--- config.mk ---
export PLATFORM = sky130hd
export DESIGN_NAME = serial_add_ctrl_flat
export DESIGN_NICKNAME = d
export VERILOG_FILES = /design/src/rtl/serial_add_ctrl_pkg.sv /design/src/rtl/serial_add_ctrl_if.sv /design/src/rtl/serial_add_ctrl_fa_cell.sv /design/src/rtl/serial_add_ctrl.sv /design/src/flat_wrapper.sv
export SDC_FILE = /design/constraint.sdc
export NUM_CORES = 1
export LEC_CHECK = 0
export BUFFER_PORTS_ARGS = -buffer_cell sky130_fd_sc_hd__buf_2
export CAP_MARGIN = 20
export CORE_MARGIN = 4
export CORE_UTILIZATION = 45
export DETAILED_ROUTE_END_ITERATION = 6
export PLACE_DENSITY = 0.78
export REMOVE_ABC_BUFFERS = 1
export SLEW_MARGIN = 20
export SYNTH_ARGS = -nofsm -noshare
export SYNTH_HDL_FRONTEND = slang
export SYNTH_HIERARCHICAL = 1
export SYNTH_SLANG_ARGS = --single-unit
--- constraint.sdc ---
create_clock -name clk -period 1.45 [get_ports clk]
set_clock_uncertainty 0.15 [all_clocks]
set_input_delay 0.0725 -clock clk [delete_from_list [all_inputs] [get_ports clk]]
set_output_delay 0.0725 -clock clk [all_outputs]
set_load 0.1 [all_outputs]
--- src/rtl/serial_add_ctrl_pkg.sv ---
// rtl/serial_add_ctrl_pkg.sv - shared state encoding and default width for the serial adder
package serial_add_ctrl_pkg;

  localparam int DEFAULT_WIDTH = 8;

  typedef enum logic [1:0] {
    IDLE = 2'd0,
    RUN  = 2'd1,
    DONE = 2'd2
  } state_t;

endpackage

--- src/rtl/serial_add_ctrl_if.sv ---
// rtl/serial_add_ctrl_if.sv - request/result bundle between a requester and the serial adder
interface serial_add_ctrl_if #(
  parameter int WIDTH = serial_add_ctrl_pkg::DEFAULT_WIDTH
);
  logic             start;
  logic             sub;
  logic [WIDTH-1:0] a;
  logic [WIDTH-1:0] b;
  logic             cin;
  logic             busy;
  logic             done;
  logic [WIDTH-1:0] sum;
  logic             cout;
  logic             ovf;

  modport master (
    output start, sub, a, b, cin,
    input  busy, done, sum, cout, ovf
  );

  modport slave (
    input  start, sub, a, b, cin,
    output busy, done, sum, cout, ovf
  );
endinterface

--- src/rtl/serial_add_ctrl_fa_cell.sv ---
// rtl/serial_add_ctrl_fa_cell.sv - gate-level 1-bit full adder shared by every bit position
module fa_cell (
  input  logic a,
  input  logic b,
  input  logic ci,
  output logic s,
  output logic co
);
  wire w_ab_x;
  wire w_ab_a;
  wire w_cx_a;

  xor g_x0 (w_ab_x, a, b);
  xor g_x1 (s, w_ab_x, ci);
  and g_a0 (w_ab_a, a, b);
  and g_a1 (w_cx_a, w_ab_x, ci);
  or  g_o0 (co, w_ab_a, w_cx_a);
endmodule

--- src/rtl/serial_add_ctrl.sv ---
// rtl/serial_add_ctrl.sv - bit-serial add/subtract, LSB first, one full-adder cell per operation
module serial_add_ctrl
  import serial_add_ctrl_pkg::*;
#(
  parameter int WIDTH = DEFAULT_WIDTH
) (
  input  logic clk,
  input  logic rst_n,
  serial_add_ctrl_if.slave bus
);
  localparam int             CW   = (WIDTH > 1) ? $clog2(WIDTH) : 1;
  localparam logic [CW-1:0]  LAST = CW'(WIDTH - 1);

  state_t           r_state;
  state_t           w_next;
  logic [WIDTH-1:0] r_a_sr;
  logic [WIDTH-1:0] r_b_sr;
  logic [WIDTH-1:0] r_sum;
  logic [CW-1:0]    r_cnt;
  logic             r_carry;
  logic             r_c_msb;
  logic             w_s;
  logic             w_co;
  logic             w_accept;
  logic             w_last;

  assign w_accept = (r_state == IDLE) && bus.start;
  assign w_last   = (r_state == RUN) && (r_cnt == LAST);

  fa_cell u_fa (
    .a  (r_a_sr[0]),
    .b  (r_b_sr[0]),
    .ci (r_carry),
    .s  (w_s),
    .co (w_co)
  );

  always_ff @(posedge clk or negedge rst_n) begin
    if (!rst_n) begin
      r_state <= IDLE;
    end else begin
      r_state <= w_next;
    end
  end

  always_comb begin
    w_next = r_state;
    case (r_state)
      IDLE:    if (bus.start) w_next = RUN;
      RUN:     if (r_cnt == LAST) w_next = DONE;
      DONE:    w_next = IDLE;
      default: w_next = IDLE;
    endcase
  end

  // Subtraction is A + ~B + 1: invert B at capture and seed the carry with 1.
  always_ff @(posedge clk or negedge rst_n) begin
    if (!rst_n) begin
      r_a_sr  <= '0;
      r_b_sr  <= '0;
      r_sum   <= '0;
      r_cnt   <= '0;
      r_carry <= 1'b0;
      r_c_msb <= 1'b0;
    end else if (w_accept) begin
      r_a_sr  <= bus.a;
      r_b_sr  <= bus.sub ? ~bus.b : bus.b;
      r_carry <= bus.sub ? 1'b1 : bus.cin;
      r_cnt   <= '0;
    end else if (r_state == RUN) begin
      r_sum   <= {w_s, r_sum[WIDTH-1:1]};
      r_a_sr  <= {1'b0, r_a_sr[WIDTH-1:1]};
      r_b_sr  <= {1'b0, r_b_sr[WIDTH-1:1]};
      r_carry <= w_co;
      r_cnt   <= r_cnt + CW'(1);
      if (w_last) r_c_msb <= r_carry;
    end
  end

  // r_carry holds the MSB carry-out once the last bit is done.
  assign bus.busy = (r_state == RUN) || (r_state == DONE);
  assign bus.done = (r_state == DONE);
  assign bus.sum  = r_sum;
  assign bus.cout = r_carry;
  assign bus.ovf  = r_c_msb ^ r_carry;
endmodule

--- src/flat_wrapper.sv ---
// flat-port wrapper written by rule: the top's interface ports become plain ports
module serial_add_ctrl_flat import serial_add_ctrl_pkg::*;
#(
  parameter int WIDTH = DEFAULT_WIDTH
)
  (clk, rst_n, bus_start, bus_sub, bus_a, bus_b, bus_cin, bus_busy, bus_done, bus_sum, bus_cout, bus_ovf);
  serial_add_ctrl_if #(.WIDTH(WIDTH)) bus_i ();
  input  logic clk;
  input  logic rst_n;
  input wire logic [$bits(bus_i.start)-1:0] bus_start;
  input wire logic [$bits(bus_i.sub)-1:0] bus_sub;
  input wire logic [$bits(bus_i.a)-1:0] bus_a;
  input wire logic [$bits(bus_i.b)-1:0] bus_b;
  input wire logic [$bits(bus_i.cin)-1:0] bus_cin;
  output wire logic [$bits(bus_i.busy)-1:0] bus_busy;
  output wire logic [$bits(bus_i.done)-1:0] bus_done;
  output wire logic [$bits(bus_i.sum)-1:0] bus_sum;
  output wire logic [$bits(bus_i.cout)-1:0] bus_cout;
  output wire logic [$bits(bus_i.ovf)-1:0] bus_ovf;
  assign bus_i.start = bus_start;
  assign bus_i.sub = bus_sub;
  assign bus_i.a = bus_a;
  assign bus_i.b = bus_b;
  assign bus_i.cin = bus_cin;
  assign bus_busy = bus_i.busy;
  assign bus_done = bus_i.done;
  assign bus_sum = bus_i.sum;
  assign bus_cout = bus_i.cout;
  assign bus_ovf = bus_i.ovf;
  serial_add_ctrl #(.WIDTH(WIDTH)) u_core (.clk(clk), .rst_n(rst_n), .bus(bus_i));
endmodule
==> impl_metrics.yaml, run 1 <==
worst_setup_path:
  ff2ff_setup_slack_ns: -0.06
  worst_ep_arrival_time_ns: 1.58
  worst-endpoint-required_ns: 1.52
  worstSetupEndpointType: "flop"
  crit-reg2reg-launch: "u_core/r_state[0]$_DFFE_PN0P_"
  r2r_end: "u_core/r_state[0]$_DFFE_PN0P_"
  timing.critical_path.from: "u_core/r_state[0]$_DFFE_PN0P_"
  cp_startpoint_kind: "flop"
  r2r_cells: 4
  critPathKind: "reg -> reg"
  timing.critical_path.to: "u_core/r_state[0]$_DFFE_PN0P_"
  cp_max_fo: 7
floorplanning:
  floorplan.die.width_um: 65.9
  die_area_um2: 4340
  ios: 33
  placement_rows: 20
  design.core.area_um2: 3130
  die-height_um: 65.9
  starting_utilization_of_the_core_area: 0.482
clock_network:
  clk_transition_reported_paths_ns: 0.10
  max-clock-path-buffers: 2
  clockRootBuffer: "clkbuf_4"
  cts_tree: "built"
  worst_skew_pair.late_latency_ns: 0.32
  htreeDepth: 2
  cts_num_sinks: 31
  cts-buffers-inserted: 5
drt:
  drt-vias-per-instance: 5.01
  detailroute.via_count: 1202
  route.final.wire_length_mm: 3.38
  route.detailed.wl_per_inst_um: 14.1
  drt.antenna.violating_nets: 0
  number_of_remaining_drc_errors: 0
  drt_first_pass_iters: 4
  violation_count_after_the_first_detailed_routing_iteration: 34
sta:
  timing_max_transition_violations_final: 0
  setup_viol: 16
  unrepaired_setup_endpoints_after_global_routing: "true"
  worst_pin_slew_ns: 0.687
  fmaxAchievable_ghz: 0.661
  post-route-min-period_ns: 1.51
  worst_slew_margin_rel: 0.542
  fin_worst_hold_slack_ns: 0.0491
  setup_ws_final_ns: -0.0635
  hold_violations: 0
  timing.final.crit_share: 1.04
synth:
  asyncSetResetFlopFracSynth: 1.00
  flops_latches_synth: 31
  ys_top_cells_by_area: "dfrtp_1 51%, mux2i_1 11%, a21oi_1 6.3%, mux2_2 6.0%, ha_1 5.0%"
  ys.flop_type: "dfrtp_1"
  post_synthesis_sequential_area_ratio: 0.514
  synth_largest_type_area_fraction: 0.514
  synth_top_cell_by_area: "dfrtp_1"
  synth.yosys.warnings: 6
  synth.distinct_cells: 21
  synthCells: 129
  synth_edf_count: 0
  post_synth_instance_area_um2: 1510
  postSynthAreaPerCell_um2: 11.7
  synth_top_cells_by_count: "31 x dfrtp_1, 19 x a21oi_1, 17 x mux2i_1, 14 x nor2_1"
  yosys.cell_count.top_type: "dfrtp_1"
global_route:
  remaining_global_route_overflow: 0
  vias_in_the_first_global_route: 1248
  grt_max_degree: 34
  grtUsageTotal: 0.169
  grt_pass1_wl_mm: 5.51
  antenna_found_initial: 0
place:
  place_ws_ns: -0.183
  dp_hpwl_mm: 2.05
  port_buffers: 32
  place.gp.congestion: 0.750
power_and_ir_drop:
  ir_drop_uv: 868
  power.static_leakage_nw: 1.05
  total_power_mw: 5.69
  power_density_nw_per_um2: 2520
layout:
  antennaDiodeCount: 0
  post_route_cells_drive_above_1_share: 0.403
  area_delta_synth_final_pct: 49.3
  final_nets: 224
  fillers: 228
worst_hold_path:
  worst_min_delay_path_category: "in -> reg"
outcome:
  run_status: "finished with violations"
  failed_checks: "negative setup slack"
job:
  max_cap_viol_count: 0
[timing repair]
item / 4_1_cts / 5_1_grt
resized for setup: 21 / 8
endpoints found under the setup margin: 34 / 33
pin swaps: 5 / 0
gates cloned: 0 / 1
hold endpoints to repair: 51 / 0
buffers inserted: 4 / 0
hold buffers: 19 / 0
[metal layers]
metal / routed length [µm] / track usage / vias to the layer above
met4: 42 / 0.0440 / 0
met3: 172 / 0.0595 / 7
met1: 1300 / 0.177 / 582
li1: - / - / 576
met5: 0 / 0 / -
met2: 1860 / 0.315 / 37
[flip-flops by register name, indices dropped and copies added, names as in the netlist]
register / flops
u_core/bus.cout: 1
u_core/bus.sum: 8
u_core/r_a_sr: 8
u_core/r_b_sr: 8
u_core/r_c_msb: 1
u_core/r_cnt: 3
u_core/r_state: 2
[cells by family (layout without fill, tap and decap cells)]
family                     after synthesis  in the layout  synth area share
buffers and inverters                   10             77            0.0357
adders and majority gates                7              7            0.0630
DFF                                     31             31             0.514
muxes                                   27             27             0.187
AOI/OAI and AO/OA                       22             22            0.0746
and+or+nand+nor                         22             22            0.0672
xor gates and xnor gates                10             10            0.0580
[final cells by class]
type / count / area [µm²] / share of cell area
multi-input combinational: 88 / 785 / 0.348
sequential: 31 / 776 / 0.344
timing repair buffer: 67 / 571 / 0.253
tap: 44 / 55.1 / 0.0244
clock buffer: 6 / 51.3 / 0.0228
inverter: 3 / 11.3 / 0.00500
clock inverter: 1 / 5.00 / 0.00222
[layout by cell type, fill, tap and decap left out, types with 2 or more instances in the layout]
cell           count
xor2_1             7
buf_6              4
nand3_1            2
a21oi_1           18
ha_4               4
buf_12             4
mux2i_1           16
mux2_2             8
nor2_1            14
buf_4             10
dfrtp_1           31
dlygate4sd3_1     19
clkbuf_4           5
inv_2              3
buf_2             28
nand3b_1           2
[stage by stage]
stage	utilization	TNS (ns)	area, µm²	cells
finish	0.720	-0.616	2250	240
global route	0.720	-2.63	2250	240
detailed placement	0.582	-3.01	1820	209
CTS	0.702	-0.436	2200	239
global placement	0.582	-1.66	1820	209
floorplan	-	-19.58	1470	122
[power breakdown]
group	leakage (nW)	switching, mW	internal (mW)
Combinational	0.651	2.17	1.45
Sequential	0.364	0.277	1.28
Clock	0.0341	0.280	0.224
Total	1.05	2.73	2.96
[worst min path at each step]
stage / from / end / cells past startpoint
2_1_floorplan: rst_n / u_core/bus.cout$_DFFE_PN0P_ / 0
3_3_place_gp: rst_n / u_core/r_state[0]$_DFFE_PN0P_ / 1
3_5_place_dp: rst_n / u_core/r_state[0]$_DFFE_PN0P_ / 1
4_1_cts: bus_sub / u_core/r_b_sr[7]$_DFFE_PN0P_ / 3
5_1_grt: bus_sub / u_core/r_b_sr[7]$_DFFE_PN0P_ / 3
6_report: bus_sub / u_core/r_b_sr[7]$_DFFE_PN0P_ / 3
[worst max-delay path, cell delays in order (launching register included)]
cell and delay, ns:
dfrtp_1 0.43, buf_4 0.16, ha_4 0.19, a21oi_2 0.17
mux2_4 0.31
No activity file was read; power rests on OpenSTA's default activity.
==> run 2: changes to the inputs <==
Settings changed: BUFFER_PORTS_ARGS -buffer_cell sky130_fd_sc_hd__buf_2 to unset, DONT_BUFFER_PORTS set to 1, PLACE_DENSITY 0.78 to 0.69.
==> run 2 against run 1 <==
Effect of this change:
- global-route usage up 0.69 points
- clock power up 41%
- core utilization up 5.0 points
- critical path depth down 1
- hold slack worse by 0.025 ns
- the flow still finishes with violations (negative setup slack)
- critical path type unchanged
- final cell count down 3.3%
- count of clock-buffer cells in the layout unchanged
- flip-flop and latch count unchanged
- die area unchanged
- final area up 7.0%
- register-to-register slack worse by 0.06 ns
==> impl_metrics.yaml, run 2 (synthesis results as in run 1) <==
worst_setup_path:
  cpPeakStageDelay_ns: 0.47
  cp_max_fo: 2
  crit_path_cell_trace: "buf_4 -> fa_1 -> mux2_4"
  worstSetupEndpointType: "flop"
  critPathKind: "reg -> reg"
  worst-endpoint-required_ns: 1.53
  cp_startpoint_kind: "flop"
  critical_path.slowest_cell: "fa_1"
  worst_ep_arrival_time_ns: 1.65
sta:
  fmaxAchievable_ghz: 0.637
  unrepaired_setup_endpoints_after_global_routing: "true"
  timing_max_transition_violations_final: 0
  worst_pin_slew_ns: 0.353
  hold_violations: 0
  setup_viol: 30
  timing.final.crit_share: 1.08
  post-route-min-period_ns: 1.57
  worst_slew_margin_rel: 0.764
  setup_ws_final_ns: -0.119
floorplanning:
  starting_utilization_of_the_core_area: 0.482
  die_area_um2: 4340
  floorplan.die.width_um: 65.9
  placement_rows: 20
  ios: 33
  die-height_um: 65.9
  design.core.area_um2: 3130
drt:
  detailroute.via_count: 1156
  drt.antenna.violating_nets: 0
  drt_first_pass_iters: 3
  violation_count_after_the_first_detailed_routing_iteration: 44
  number_of_remaining_drc_errors: 0
  drt-vias-per-instance: 4.98
  route.final.wire_length_mm: 3.62
  route.detailed.wl_per_inst_um: 15.6
clock_network:
  cts-buffers-inserted: 5
  cts_tree: "built"
  clk_transition_reported_paths_ns: 0.10
  cts_num_sinks: 31
  max-clock-path-buffers: 2
  clockRootBuffer: "clkbuf_4"
  worst_skew_pair.late_latency_ns: 0.33
  htreeDepth: 2
job:
  max_cap_viol_count: 0
outcome:
  failed_checks: "negative setup slack"
  run_status: "finished with violations"
power_and_ir_drop:
  power_density_nw_per_um2: 2640
  power.static_leakage_nw: 1.10
  total_power_mw: 6.37
  ir_drop_uv: 1070
global_route:
  antenna_found_initial: 0
  grt_max_degree: 34
  remaining_global_route_overflow: 0
  grt_pass1_wl_mm: 5.62
  vias_in_the_first_global_route: 1258
  grtUsageTotal: 0.176
worst_hold_path:
  worst_min_delay_path_category: "in -> async"
place:
  dp_hpwl_mm: 1.94
  place_ws_ns: -0.184
  placement.cell_area_um2: 1760
  place.gp.congestion: 0.787
  port_buffers: 0
layout:
  fillers: 220
  fin_util: 0.771
  finalInstanceArea_um2: 2410
  post_route_cells_drive_above_1_share: 0.335
  area_delta_synth_final_pct: 59.8
  antennaDiodeCount: 0
  mostFrequentLayoutCell: "dfrtp_1"
  top_library_cells_by_usage_in_the_layout_fill_and_taps_aside: "31 x dfrtp_1, 28 x dlygate4sd3_1, 18 x a21oi_1"
  final_nets: 215
## run 2: power by group
part	internal, mW	switching (mW)	total, mW
combinational	1.81	2.28	4.09
clock	0.407	0.303	0.710
sequential	1.28	0.293	1.57
## run 2: metrics by stage
| stage | setup TNS [ns] | hold WS [ns] | std cells |
|---|---|---|---|
| 3_5_place_dp | -3.37 | -0.372 | 188 |
| 5_1_grt | -3.06 | 0.0130 | 232 |
| 3_3_place_gp | -1.52 | -0.372 | 188 |
| 6_report | -1.43 | 0.0236 | 232 |
| 2_1_floorplan | -19.58 | -0.373 | 122 |
| 4_1_cts | -0.288 | 0.0189 | 229 |
## run 2: what timing repair did
item	CTS	global route
gates cloned	0	2
gates resized for setup	25	17
hold buffers	29	0
endpoints found under the hold margin	54	0
buffers inserted	4	1
endpoints found under the setup margin	32	32
pin swaps	2	15
## run 2: layer usage
metal	part of all wire	track usage	wire, µm	vias to the layer above
met4	0.027	0.0699	98	0
met1	0.38	0.177	1380	559
met2	0.53	0.327	1920	33
li1	-	-	-	554
met5	0	0	0	-
met3	0.059	0.0595	212	10
## run 2: path summary, 6_finish.rpt
| kind | start | endpoint | slack, ns | cells past startpoint |
|---|---|---|---|---|
| worst max-delay path | u_core/bus.cout$_DFFE_PN0P_ | u_core/bus.sum[7]$_DFFE_PN0P_ | -0.12 | 3 |
| worst min-delay path | rst_n | u_core/r_cnt[2]$_DFFE_PN0P_ | 0.02 | 2 |
| worst max register to register | u_core/bus.cout$_DFFE_PN0P_ | u_core/bus.sum[7]$_DFFE_PN0P_ | -0.12 | 3 |
| worst min register to register | u_core/bus.sum[0]$_DFFE_PN0P_ | u_core/bus.sum[0]$_DFFE_PN0P_ | 0.39 | 1 |
| max in group asynchronous | rst_n | u_core/r_b_sr[5]$_DFFE_PN0P_ | 0.96 | 2 |
| min in group clk | bus_a[7] | u_core/r_a_sr[7]$_DFFE_PN0P_ | 0.29 | 3 |
## run 2: worst max-delay path, delay by kind of cell (launching register included)
family	cells	cell delay [ns]
adders and majority gates	1	0.47
DFF	1	0.42
muxes	1	0.28
buffers and inverters	1	0.15
## run 2: area by class of cell
class | count | area [µm²] | area share
tap | 44 | 55.1 | 0.0228
inverter | 3 | 11.3 | 0.00467
sequential | 31 | 776 | 0.322
timing repair buffer | 58 | 656 | 0.272
clock buffer | 6 | 51.3 | 0.0213
clock inverter | 2 | 35.0 | 0.0145
multi-input combinational | 88 | 827 | 0.343
